<file path="src/rtl/serial_bus_arbiter.sv">
// Round-robin arbiter sharing one serial bus master between NUM_REQ requesters.
// Grants are held for a whole transaction, optionally extended by a lock, and
// a watchdog revokes locked grants that sit idle for HOLD_TIMEOUT cycles.
module serial_bus_arbiter #(
  parameter int unsigned NUM_REQ      = 2,
  parameter int unsigned BUS_BITS     = 16,
  parameter int unsigned HOLD_TIMEOUT = 1024
) (
  input  logic                        in_clk,
  input  logic                        in_rst,
  input  logic [NUM_REQ-1:0]          in_req_enable,
  input  logic [NUM_REQ*BUS_BITS-1:0] in_req_data,
  input  logic [NUM_REQ-1:0]          in_req_lock,
  output logic [NUM_REQ-1:0]          out_req_ready,
  output logic [NUM_REQ-1:0]          out_req_next_word,
  output logic [NUM_REQ-1:0]          out_grant,
  input  logic                        in_bus_ready,
  input  logic                        in_bus_next_word,
  output logic                        out_bus_enable,
  output logic [BUS_BITS-1:0]         out_bus_data
);

  localparam int unsigned IW = (NUM_REQ > 1) ? $clog2(NUM_REQ) : 1;
  localparam int unsigned CW = (HOLD_TIMEOUT > 0) ? $clog2(HOLD_TIMEOUT + 1) : 1;

  typedef enum logic [1:0] {
    S_IDLE    = 2'd0,
    S_GRANTED = 2'd1,
    S_RELEASE = 2'd2
  } state_t;

  state_t             r_state;
  logic [NUM_REQ-1:0] r_grant;
  logic [IW-1:0]      r_gidx;
  logic [IW-1:0]      r_ptr;
  logic [CW-1:0]      r_cnt;

  logic               w_pick_valid;
  logic [IW-1:0]      w_pick_idx;
  logic [NUM_REQ-1:0] w_pick_onehot;
  logic               w_en_g;
  logic               w_lock_g;
  logic               w_end;
  logic               w_wd;
  logic [CW-1:0]      w_cnt_inc;
  logic [BUS_BITS-1:0] w_data [NUM_REQ];

  // Round-robin search starting just after the last-served requester
  always_comb begin
    logic [IW-1:0] v_cand;
    w_pick_valid  = 1'b0;
    w_pick_idx    = '0;
    w_pick_onehot = '0;
    v_cand        = '0;
    // Walk from the farthest candidate back to the nearest so the nearest wins
    for (int unsigned k = NUM_REQ; k >= 1; k--) begin
      v_cand = IW'((32'(r_ptr) + k) % NUM_REQ);
      if (in_req_enable[v_cand]) begin
        w_pick_valid = 1'b1;
        w_pick_idx   = v_cand;
      end
    end
    if (w_pick_valid) begin
      w_pick_onehot[w_pick_idx] = 1'b1;
    end
  end

  // End-of-transaction and watchdog conditions for the current owner
  always_comb begin
    w_en_g    = in_req_enable[r_gidx];
    w_lock_g  = in_req_lock[r_gidx];
    w_cnt_inc = r_cnt + CW'(1);
    w_end     = !w_en_g && in_bus_ready && !w_lock_g;
    w_wd      = (HOLD_TIMEOUT != 0) && !w_en_g && w_lock_g &&
                (w_cnt_inc == CW'(HOLD_TIMEOUT));
  end

  // Arbitration state machine: Idle -> Granted -> Release -> Idle
  always_ff @(posedge in_clk or negedge in_rst) begin
    if (!in_rst) begin
      r_state <= S_IDLE;
      r_grant <= '0;
      r_gidx  <= '0;
      r_ptr   <= IW'(NUM_REQ - 1);
      r_cnt   <= '0;
    end else begin
      case (r_state)
        S_IDLE: begin
          r_cnt <= '0;
          if (in_bus_ready && w_pick_valid) begin
            r_gidx  <= w_pick_idx;
            r_grant <= w_pick_onehot;
            r_state <= S_GRANTED;
          end
        end
        S_GRANTED: begin
          if (w_end || w_wd) begin
            r_grant <= '0;
            r_cnt   <= '0;
            r_state <= S_RELEASE;
          end else if (!w_en_g && w_lock_g) begin
            r_cnt <= w_cnt_inc;
          end else begin
            r_cnt <= '0;
          end
        end
        S_RELEASE: begin
          r_ptr   <= r_gidx;
          r_cnt   <= '0;
          r_state <= S_IDLE;
        end
        default: begin
          r_grant <= '0;
          r_cnt   <= '0;
          r_state <= S_IDLE;
        end
      endcase
    end
  end

  // Split the flat data bus into per-requester words
  always_comb begin
    for (int unsigned i = 0; i < NUM_REQ; i++) begin
      w_data[i] = in_req_data[i*BUS_BITS +: BUS_BITS];
    end
  end

  // Route the bus to and from the granted requester only
  always_comb begin
    out_grant         = r_grant;
    out_bus_enable    = 1'b0;
    out_bus_data      = '0;
    out_req_ready     = '0;
    out_req_next_word = '0;
    if (|r_grant) begin
      out_bus_enable            = w_en_g;
      out_bus_data              = w_data[r_gidx];
      out_req_ready[r_gidx]     = in_bus_ready;
      out_req_next_word[r_gidx] = in_bus_next_word;
    end
  end

  // Grant is never shared, and the bus is only driven under a single grant
  a_grant_onehot0 : assert property (@(posedge in_clk) disable iff (!in_rst)
    $onehot0(out_grant));
  a_enable_granted : assert property (@(posedge in_clk) disable iff (!in_rst)
    out_bus_enable |-> $onehot(out_grant));

endmodule

</file>
<file path="config.mk">
export PLATFORM = sky130hd
export DESIGN_NAME = serial_bus_arbiter
export DESIGN_NICKNAME = d
export VERILOG_FILES = /design/src/rtl/serial_bus_arbiter.sv
export SDC_FILE = /design/constraint.sdc
export NUM_CORES = 1
export LEC_CHECK = 0
export CAP_MARGIN = 20
export CORE_MARGIN = 5
export CORE_UTILIZATION = 40
export CTS_CLUSTER_DIAMETER = 30
export DETAILED_ROUTE_END_ITERATION = 8
export DONT_BUFFER_PORTS = 1
export PLACE_DENSITY = 0.55
export SYNTH_ARGS = -nofsm -noshare
export SYNTH_HDL_FRONTEND = slang
export SYNTH_SLANG_ARGS = --single-unit
</file>
<file path="constraint.sdc">
create_clock -name in_clk -period 2.4 [get_ports in_clk]
set_input_delay 0.24 -clock in_clk [delete_from_list [all_inputs] [get_ports in_clk]]
set_output_delay 0.24 -clock in_clk [all_outputs]
set_load 0.01 [all_outputs]
</file>
Word-level counts from Yosys, hierarchy flattened

Index checks and enable logic that the tools add are counted.

Divide/modulo/power cells: 0
Magnitude comparators: 7
$add $sub $neg: 3
Equality and inequality tests: 5
Reduce and logical (&&, ||, !) cells: 15
Bitwise operators: 4
Mux-type cells: 33
$mul: 0
Shift-type cells: 0

Operator list:

| cell                                                      | count |
|---|---|
| two-way mux 16 bit                                        | 4 |
| two-way mux 11 bit                                        | 3 |
| two-way mux 1 bit                                         | 15 |
| two-way mux 2 bit                                         | 7 |
| adder 11 x 1 -> 11 bit (second input constant)            | 1 |
| equality test 11 bit (second input constant)              | 1 |
| < comparator 1 x 2 -> 1 bit (second input constant)       | 4 |
| logical AND 1 bit                                         | 7 |
| one-hot mux 2 bit (3 select lines)                        | 1 |
| AND 2 bit                                                 | 2 |
| inequality test 2 bit (second input constant)             | 2 |
| one-hot mux 2 bit (2 select lines)                        | 1 |
| AND reduction 2 bit                                       | 2 |
| AND reduction 3 bit                                       | 1 |
| adder 1 bit (second input constant)                       | 2 |
| demux 1 bit (select 1 bit)                                | 2 |
| equality test 2 x 1 -> 1 bit (second input constant)      | 1 |
| equality test 2 bit (second input constant)               | 1 |
| greater-or-equal comparator 1 bit (second input constant) | 2 |
| greater-or-equal comparator 2 bit (second input constant) | 1 |
| logical NOT 1 bit                                         | 2 |
| logical NOT 2 bit                                         | 1 |
| inverter 1 -> 2 bit                                       | 1 |
| OR reduction 2 bit                                        | 1 |
| other kinds (2)                                           | 2 |

Input port bits: 40
Bits in writable memories: 0
Logic and storage cells: 72
Output and inout bits: 23
Latch bits: 0
Memories: 0
Memory bits (read-only): 0
Register bits: 17

Depth between registers and ports, before layout

Gate-level depths: netlist (run 1).

Depth in word-level cells: 12
Mapped depth: 7

Worst setup path after synthesis (run 1)

No wires, ideal clock.

Kind: reg-to-reg
From: reg r_cnt[0]
To: reg r_grant[0], in the netlist out_grant[0]
Path buffers: 0
Period minus slack after synthesis: 1,993 ps
Setup time: 120 ps
Arrival: 1,873 ps
Cell stages (with the launch flop): 7
Slack: 407 ps
Required time: 2,280 ps
Path through: dfrtp_1 > ha_1 > nand4_1 > or4b_4 > a2111oi_4 > nand3_1 > a41o_1

Cells in the longest elaborated chain, start to end: 6

RTL lines:

| what                                   | RTL line | RTL |
|---|---|---|
| start: declaration                     | 36       | `logic [CW-1:0] r_cnt;` |
| start signal: assignment               | 102      | `r_cnt <= w_cnt_inc;` |
| adder 11 x 1 -> 11 bit                 | 72       | `w_cnt_inc = r_cnt + CW'(1);` |
| equality test 11 bit                   | 75       | `(w_cnt_inc == CW'(HOLD_TIMEOUT));` |
| logical AND 1 bit                      | 74       | `w_wd = (HOLD_TIMEOUT != 0) && !w_en_g && w_lock_g &&` |
| logical OR 1 bit                       | 97       | `if (w_end \|\| w_wd) begin` |
| inequality test 2 bit (no source line) | -        |  |
| AND reduction 3 bit (no source line)   | -        |  |
| end signal: assignment                 | 92       | `r_grant <= w_pick_onehot;` |
| end: declaration                       | 33       | `logic [NUM_REQ-1:0] r_grant;` |

Every way passes these cells.
A chain may end at the register's enable or synchronous reset.

Worst setup path in the final report (run 1)

From: reg r_cnt[0]
To: reg r_cnt[1]

Cells in the longest elaborated chain, start to end: 6

RTL lines:

| what                     | RTL line | RTL |
|---|---|---|
| adder 11 x 1 -> 11 bit * | 72       |  |
| equality test 11 bit     | 75       |  |
| logical AND 1 bit        | 74       |  |
| logical OR 1 bit         | 97       |  |
| two-way mux 11 bit *     | 97       |  |
| two-way mux 11 bit *     | 87       | `case (r_state)` |

Every way passes the cells marked *; elsewhere a longest branch is shown, timed or not.

==> qor.txt, run 1 <==
Outcome: complete, no violations
Fmax achieved: 462 MHz
Synth warn: 0
Sequential share of power: 0.355
Setup violators final: 0
Vias in the first global route: 951
Max-slew violations: 0
Post-synthesis compound-gate area fraction: 0.119
Adder-cell share of the synthesized area: 0.0199
Syn Area/Cell: 8.78 µm²
Commonest non-fill, non-tap cell in the layout: nor2_1
Initial Utilization: 0.414
Setup Skew: 1.82 ps
Syn nets: 185
H-tree Lvls: 1
Tcrit/Tclk final: 0.901
NumNets Final: 187
Clock Latency Late Sink: 280 ps
Antenna violation net count after detailed routing: 0
Hold WS: 81.0 ps
Crit Path Category: reg2reg
Initial antenna violation count: 0
DR DRC count: 0
Met1 WL: 1370 µm
Drt total wl: 2980 µm
Ant diodes: 0
Die Y: 66.0 µm
Top post-synthesis cells by area: dfrtp_1 32%, mux2i_1 14%, nor2_1 8.4%, xnor2_1 6.3%, nor3b_1 3.0%
TritonCTS clock tree: built
Core Footprint: 3030 µm²
Post-synth design cell area: 1250 µm²
Vias/cell: 5.44
Post-layout minimum cycle time: 2160 ps
First-pass GRT wire length: 4590 µm
Met3 wire length: 144 µm
WL/cell: 15.9 µm
CP Data Arrival Time: 2300 ps
Main combinational cell family by area after synthesis: simple AND/OR/NAND/NOR gates
Die Area: 4360 µm²
Port bufs: 0
#FFs+latches synth: 17
Post-Synth Simple-Gate Area: 0.276
Commonest non-fill, non-tap cells in the layout: 28 x nor2_1, 17 x mux2i_1, 16 x dfrtp_1
Routability cong.: 0.890
Mux cell area share after synthesis: 0.145
Top FF cell, synth: dfrtp_1
Sw power: 518 µW
Clk buf depth: 2
RSZ-0062 raised after global routing: no
Max VDD drop: 0.000589 V
Int Pwr: 617 µW
Clock transition at path regs: 100 ps
Critical path endpoint category: flip-flop
FP Rows: 20
Cts repair resizes: 0
Num ports: 63
DR vias: 1023
P per Cell Area: 849 nW/µm²
Combinational share of power: 0.509
Seq/Total Area, Yosys: 0.340
Critical path startpoint category: flip-flop
Worst Path Required: 2540 ps
Async set-reset flop share out of synthesis: 1.00
Top layer in use: met4
Layout area overhead: 6.58%
Final Hold Fails: 0
Die Wd: 66.0 µm
HP Class: in2reg
Leak: 0.000548 µW
CTS Buf Count: 3
Layout cells sized above 1: 0.0764
Post-synth EDFFs: 0
Gr ovfl total: 0
Total track usage: 0.132
Iter 0 DRT Violations: 61
DP Wirelength: 2370 µm
Worst slew pin tran: 827 ps
Post-synth top area share: 0.319
Syn Inst Count: 143
Critical path peak fanout: 5
Max cap viols: 0
Rel. slew slack: 0.445
Area leader, netlist: dfrtp_1
CTS sink count: 17
Net Sw Frac: 0.456
Fin Setup TNS: 0 ps
XOR/XNOR Fraction of Synth Area: 0.0698
Largest net degree at the start of global routing: 24
Yosys cell types: 37
CTS Root Cell: clkbuf_4
Pre-antenna DRT Iters: 4
Routed length on met2: 1460 µm
Clock network fraction of total power: 0.135
power by group through the flow:
| stage | sequential (µW) | clock [µW] | combinational (µW) |
|---|---|---|---|
| 3_5_place_dp | 408 | 0 | 574 |
| 5_1_grt | 413 | 175 | 628 |
| 3_3_place_gp | 411 | 0 | 565 |
| 6_report | 403 | 153 | 578 |
| 4_1_cts | 403 | 167 | 583 |
| 2_1_floorplan | 385 | 0 | 511 |
cells by family after synthesis:
family | count (synthesis)
mux | 18
flops | 17
compound gates | 19
simple gates | 68
fa+ha+maj | 2
buf+inv | 9
xor+xnor | 10
cell usage after synthesis, drive strengths merged (2+ instances only):
master	count
nor2	28
mux2i	17
dfrtp	16
xnor2	9
nand2	7
nand3	6
nor3	6
o21ai	6
nor2b	5
nor3b	5
buf	4
and3b	3
clkbuf	3
nand4	3
a21oi	2
ha	2
inv	2
nand2b	2
o21a	2
flip-flops by register name, indices dropped and copies added, names as in the netlist:
signal / count
r_cnt: 11
out_grant: 2
r_state: 2
r_gidx: 1
r_ptr: 1
metal layers:
layer / global-route usage / up-vias
met5: 0 / -
met2: 0.194 / 29
met4: 0.0178 / 0
met1: 0.188 / 480
li1: - / 512
met3: 0.0493 / 2
path summary, 6_finish.rpt:
check	startpoint	endpoint	slack (ps)	cells after the start
min in group asynchronous	in_rst	r_cnt[8]	480	1
worst max-delay path	r_cnt[0]	r_cnt[1]	240	6
max in group asynchronous	in_rst	r_state[1]	1430	1
worst min register to register	r_cnt[0]	r_cnt[0]	530	1
worst min-delay path	in_req_enable[1]	r_gidx	80	2
worst max register to register	r_cnt[0]	r_cnt[1]	240	6
repair_timing:
item                      CTS  global route
hold buffers                1             0
hold endpoints to repair   17             0
setup buffers               0             0
per-stage QoR:
step,setup slack [ps],instance area [µm²],total power [µW],utilization,std cells
global route,141,1340,1220,0.442,188
detailed placement,250,1300,982,0.430,183
finish,238,1340,1140,0.442,188
floorplan,407,1250,896,-,143
global placement,294,1300,976,0.430,183
CTS,233,1340,1150,0.442,188
critical path, stage by stage, from the launching register on:
cell and delay, ps:
dfrtp_1 420, ha_1 260, nand4_1 160, or4b_4 520
a2111oi_4 300, and3_2 290, nor3b_1 70
cell type report:
type,instances,area (µm²)
clock buffers,4,26.3
fillers,310,1690
inverters,2,7.51
multi-input cells,117,790
flip-flops and latches,17,427
well taps,44,55.1
repair buffers,4,32.5
No activity file was read; power rests on OpenSTA's default activity.
==> run 2: changes to the inputs <==
--- a/config.mk
+++ b/config.mk
@@ -7,11 +7,11 @@
 export LEC_CHECK = 0
 export CAP_MARGIN = 20
 export CORE_MARGIN = 5
-export CORE_UTILIZATION = 40
+export CORE_UTILIZATION = 62
 export CTS_CLUSTER_DIAMETER = 30
 export DETAILED_ROUTE_END_ITERATION = 8
 export DONT_BUFFER_PORTS = 1
-export PLACE_DENSITY = 0.55
+export PLACE_DENSITY = 0.79
 export SYNTH_ARGS = -nofsm -noshare
 export SYNTH_HDL_FRONTEND = slang
 export SYNTH_SLANG_ARGS = --single-unit
==> qor.txt, run 2 (synthesized netlist as in run 1, its figures left out) <==
Initial antenna violation count: 0 (unchanged)
RSZ-0062 raised after global routing: no
Routability cong.: 0.807 (-9.3%)
DR vias: 1044 (+2.1%)
Critical path startpoint category: flip-flop
Drt total wl: 3030 µm (+1.6%)
Port bufs: 0 (unchanged)
Outcome: complete, no violations
Die Y: 55.0 µm (-17%)
CTS Buf Count: 3 (unchanged)
GR Layer Usage met2: 0.378 (+0.184)
Iter 0 DRT Violations: 20 (-67%)
Max reg flops: 11 (unchanged)
Antenna violation net count after detailed routing: 0 (unchanged)
Crit path buf inv count: 0 (unchanged)
CP top delay family: simple AND/OR/NAND/NOR gates
Layout area overhead: 4.29%
Largest net degree at the start of global routing: 24 (unchanged)
Critical path peak fanout: 5 (unchanged)
Layout cells sized above 1: 0.0699 (-0.00646)
NumNets Final: 186 (-0.53%)
FP Rows: 16 (-20%)
Vias/cell: 6.14 (+13%)
Total design power: 1140 µW (+0.12%)
Max VDD drop: 0.000961 V (+63%)
Post-CTS Setup Inserts: 0 (unchanged)
Die Area: 3020 µm² (-31%)
Max-slew violations: 0 (unchanged)
Commonest non-fill, non-tap cell in the layout: nor2_1
Leak: 0.000543 µW (-0.76%)
Final Hold Fails: 0 (unchanged)
Total track usage: 0.219 (+0.0864)
Clock transition at path regs: 90 ps (about the same)
Flop2flop setup slack: 240 ps (about the same)
DR DRC count: 0 (unchanged)
GR Util met1: 0.248 (+0.0602)
Gr ovfl total: 0 (unchanged)
Critical path's largest stage delay: 520 ps (about the same)
TritonCTS clock tree: built
WL/cell: 17.8 µm (+12%)
Busiest grt layer: met2
Core Footprint: 1940 µm² (-36%)
Worst slew pin tran: 763 ps (-63.4 ps)
Vias in the first global route: 1020 (+7.3%)
CTS sink count: 17 (unchanged)
Top reg by flops: r_cnt
First-pass GRT wire length: 4650 µm (+1.4%)
Hold Buf Count CTS: 1 (unchanged)
Setup Skew: 0.688 ps (-1.13 ps)
Worst path cell trace: ha_1 > nand4_1 > or4b_4 > a2111oi_4 > and3_2 > nor3b_1
Pre-antenna DRT Iters: 4 (unchanged)
Post-layout minimum cycle time: 2160 ps (-6.64 ps)
Worst Path Required: 2550 ps (about the same)
CTS Root Cell: clkbuf_4
Crit Path Category: reg2reg
Commonest non-fill, non-tap cells in the layout: 28 x nor2_1, 17 x mux2i_1, 16 x dfrtp_1
CP Data Arrival Time: 2300 ps (about the same)
Num ports: 63 (unchanged)
Die Wd: 55.0 µm (-17%)
Cts repair resizes: 0 (unchanged)
Fin Setup TNS: 0 ps (unchanged)
HP Class: in2reg
Clock Latency Late Sink: 290 ps (about the same)
Ant diodes: 0 (unchanged)
Max cap viols: 0 (unchanged)
Rel. slew slack: 0.490 (+0.0443)
Fmax achieved: 464 MHz (+0.31%)
Initial Utilization: 0.646 (+0.232)
Met3 Use GR: 0.0643 (+0.0150)
Max stage delay cell, worst path: or4b_4
Tcrit/Tclk final: 0.898 (-0.00277)
Critical path endpoint category: flip-flop
DP Wirelength: 2480 µm (+4.8%)
Clk buf depth: 2 (unchanged)
Setup violators final: 0 (unchanged)
P per Cell Area: 868 nW/µm² (+2.3%)
H-tree Lvls: 1 (unchanged)
[run 2: changes by cell type in the layout (fill, tap and decap cells not counted), sizes merged]
cell	previous run	this run
buf	3	2
[run 2: power breakdown]
part           switching, µW  internal (µW)
clock                   87.8           64.7
combinational            364            213
sequential              67.1            339
[run 2: path summary, 6_finish.rpt]
| check | endpoint | from | cells after the start |
|---|---|---|---|
| max | r_cnt[1] | r_cnt[0] | 6 |
| min | r_gidx | in_req_enable[1] | 2 |
| max reg2reg | r_cnt[1] | r_cnt[0] | 6 |
| min reg2reg | r_cnt[0] | r_cnt[0] | 1 |
| max in group asynchronous | r_cnt[5] | in_rst | 1 |
| min in group asynchronous | r_cnt[8] | in_rst | 1 |
[run 2: worst register-to-register path: cells and delay by family (launching register included)]
kind | cells | cell delay [ps]
flip-flops | 1 | 420
AO/OA/AOI/OAI | 1 | 310
adder cells (fa/ha/maj) | 1 | 250
AND/OR/NAND/NOR | 4 | 1030
[run 2: final cells by class]
class	instances	area (µm²)
inverter	2	7.51
fill	154	633
tap	27	33.8
timing repair buffer	3	25.0
clock buffer	4	26.3
sequential	17	427
multi-input combinational	117	790
[run 2: per-layer routing]
layer | wire length [µm] | part of all wire
met1 | 1180 | 0.39
met5 | 0 | 0
met4 | 38 | 0.013
met3 | 234 | 0.077
met2 | 1580 | 0.52
[run 2: per-stage QoR]
step / area (µm²) / setup WS (ps) / utilization / std cells / hold slack (ps)
3_3_place_gp: 1270 / 318 / 0.655 / 165 / -55.2
5_1_grt: 1310 / 101 / 0.674 / 170 / 57.6
2_1_floorplan: 1250 / 407 / - / 143 / -55.6
6_report: 1310 / 244 / 0.674 / 170 / 66.2
3_5_place_dp: 1270 / 264 / 0.655 / 165 / -55.2
4_1_cts: 1310 / 235 / 0.674 / 170 / 59.9
==> run 3: changes to the inputs <==
--- a/config.mk
+++ b/config.mk
@@ -12,6 +12,7 @@
 export DETAILED_ROUTE_END_ITERATION = 8
 export DONT_BUFFER_PORTS = 1
 export PLACE_DENSITY = 0.79
+export REMOVE_ABC_BUFFERS = 1
 export SYNTH_ARGS = -nofsm -noshare
 export SYNTH_HDL_FRONTEND = slang
 export SYNTH_SLANG_ARGS = --single-unit
==> qor.txt, run 3 (synthesized netlist as in run 1, its figures left out) <==
Final Hold Fails: 0 (unchanged)
FP Rows: 16 (unchanged)
Cts repair resizes: 0 (unchanged)
Max reg flops: 11 (unchanged)
Setup Skew: 7.26 ps (+6.57 ps)
RSZ-0062 raised after global routing: no
Vias/cell: 6.38 (+3.9%)
Ant diodes: 0 (unchanged)
Crit Path Category: reg2reg
Clk buf depth: 2 (unchanged)
Layout cells sized above 1: 0.0769 (+0.00699)
TritonCTS clock tree: built
NumNets Final: 186 (unchanged)
Clock transition at path regs: 100 ps (about the same)
Worst slew pin tran: 735 ps (-28.4 ps)
Clock Latency Late Sink: 290 ps (about the same)
Critical path endpoint category: flip-flop
CTS Buf Count: 3 (unchanged)
Initial Utilization: 0.646 (unchanged)
Pre-antenna DRT Iters: 4 (unchanged)
Post-layout minimum cycle time: 2160 ps (+8.84 ps)
Drt total wl: 2760 µm (-8.9%)
Top reg by flops: r_cnt
P per Cell Area: 866 nW/µm² (-0.22%)
Max-slew violations: 0 (unchanged)
Antenna violation net count after detailed routing: 0 (unchanged)
Tcrit/Tclk final: 0.902 (+0.00369)
Die Wd: 55.0 µm (unchanged)
Critical path startpoint category: flip-flop
DR vias: 1085 (+3.9%)
WL/cell: 16.2 µm (-8.9%)
DP Wirelength: 2230 µm (-10%)
Die Y: 55.0 µm (unchanged)
Vias in the first global route: 1104 (+8.2%)
Initial antenna violation count: 0 (unchanged)
CTS Root Cell: clkbuf_4
Hold WS: 75.8 ps (+9.65 ps)
Fin Setup TNS: 0 ps (unchanged)
Critical path peak fanout: 5 (unchanged)
Total track usage: 0.215 (-0.00329)
Core Footprint: 1940 µm² (unchanged)
Iter 0 DRT Violations: 26 (+30%)
CP Data Arrival Time: 2310 ps (about the same)
CP Launch Point: r_cnt[0]
Final Util: 0.675 (about the same)
Die Area: 3020 µm² (unchanged)
DR DRC count: 0 (unchanged)
CTS sink count: 17 (unchanged)
Post-CTS Setup Inserts: 0 (unchanged)
Commonest non-fill, non-tap cells in the layout: 28 x nor2_1, 17 x mux2i_1, 16 x dfrtp_1
Gr ovfl total: 0 (unchanged)
Worst Path Required: 2540 ps (about the same)
Commonest non-fill, non-tap cell in the layout: nor2_1
H-tree Lvls: 1 (unchanged)
RR Startpoint: r_cnt[0]
HP Class: in2reg
First-pass GRT wire length: 4720 µm (+1.5%)
Layout area overhead: 4.39% (about the same)
Leak: 0.000546 µW (+0.50%)
Fmax achieved: 462 MHz (-0.41%)
Largest net degree at the start of global routing: 21 (-13%)
Max VDD drop: 0.000592 V (-38%)
Port bufs: 0 (unchanged)
Outcome: complete, no violations
Rel. slew slack: 0.509 (+0.0190)
Hold wc startpoint: in_req_enable[1]
Max cap viols: 0 (unchanged)
Routability cong.: 0.848 (+5.0%)
Num ports: 63 (unchanged)
Setup violators final: 0 (unchanged)
-- run 3: changes by cell type in the layout (fill, tap and decap cells not counted), sizes merged --
| cell | before | now |
|---|---|---|
| clkbuf | 4 | 3 |
| clkinv | 0 | 1 |
-- run 3: repair_timing --
action	CTS	global route
hold endpoints to repair	17	0
endpoints found under the setup margin	0	0
hold buffers	1	0
-- run 3: area by class of cell --
class	count	area, µm²
clock inverters	1	5.00
flip-flops and latches	17	427
fillers	165	632
clock buffers	3	22.5
well taps	27	33.8
repair buffers	3	25.0
multi-input cells	117	790
inverters	2	7.51
-- run 3: final timing paths --
check,cells past startpoint,endpoint,slack (ps)
worst max register to register,6,r_cnt[10],240
max in group asynchronous,1,r_cnt[0],1490
worst min-delay path,2,r_gidx,80
worst max-delay path,6,r_cnt[10],240
min in group asynchronous,1,r_cnt[5],440
worst min register to register,1,r_cnt[0],540
-- run 3: through the flow --
stage | power, µW | instance area [µm²] | setup slack (ps) | std cells
2_1_floorplan | 873 | 1220 | 302 | 136
3_3_place_gp | 959 | 1270 | 327 | 165
3_5_place_dp | 977 | 1270 | 247 | 165
4_1_cts | 1140 | 1310 | 237 | 170
5_1_grt | 1220 | 1310 | 115 | 170
6_report | 1140 | 1310 | 235 | 170
-- run 3: worst max-delay path, cell delays in order, from the launching register on --
cell       delay (ps)
dfrtp_1           430
ha_1              260
nand4_1           160
or4b_4            520
a2111oi_4         310
and3_2            280
nor3_1             70
-- run 3: routing by layer --
metal | GRT usage | share of wire | up-vias
li1 | - | - | 506
met1 | 0.261 | 0.39 | 506
met2 | 0.370 | 0.50 | 67
met3 | 0.0456 | 0.094 | 6
met4 | 0.0850 | 0.016 | 0
met5 | 0 | 0 | -
-- run 3: power by group --
| group | leakage (µW) | switching (µW) | internal (µW) |
|---|---|---|---|
| combinational | 0.000303 | 356 | 213 |
| clock | 0.0000177 | 91.3 | 62.0 |
| sequential | 0.000225 | 73.0 | 339 |
| total | 0.000546 | 521 | 614 |
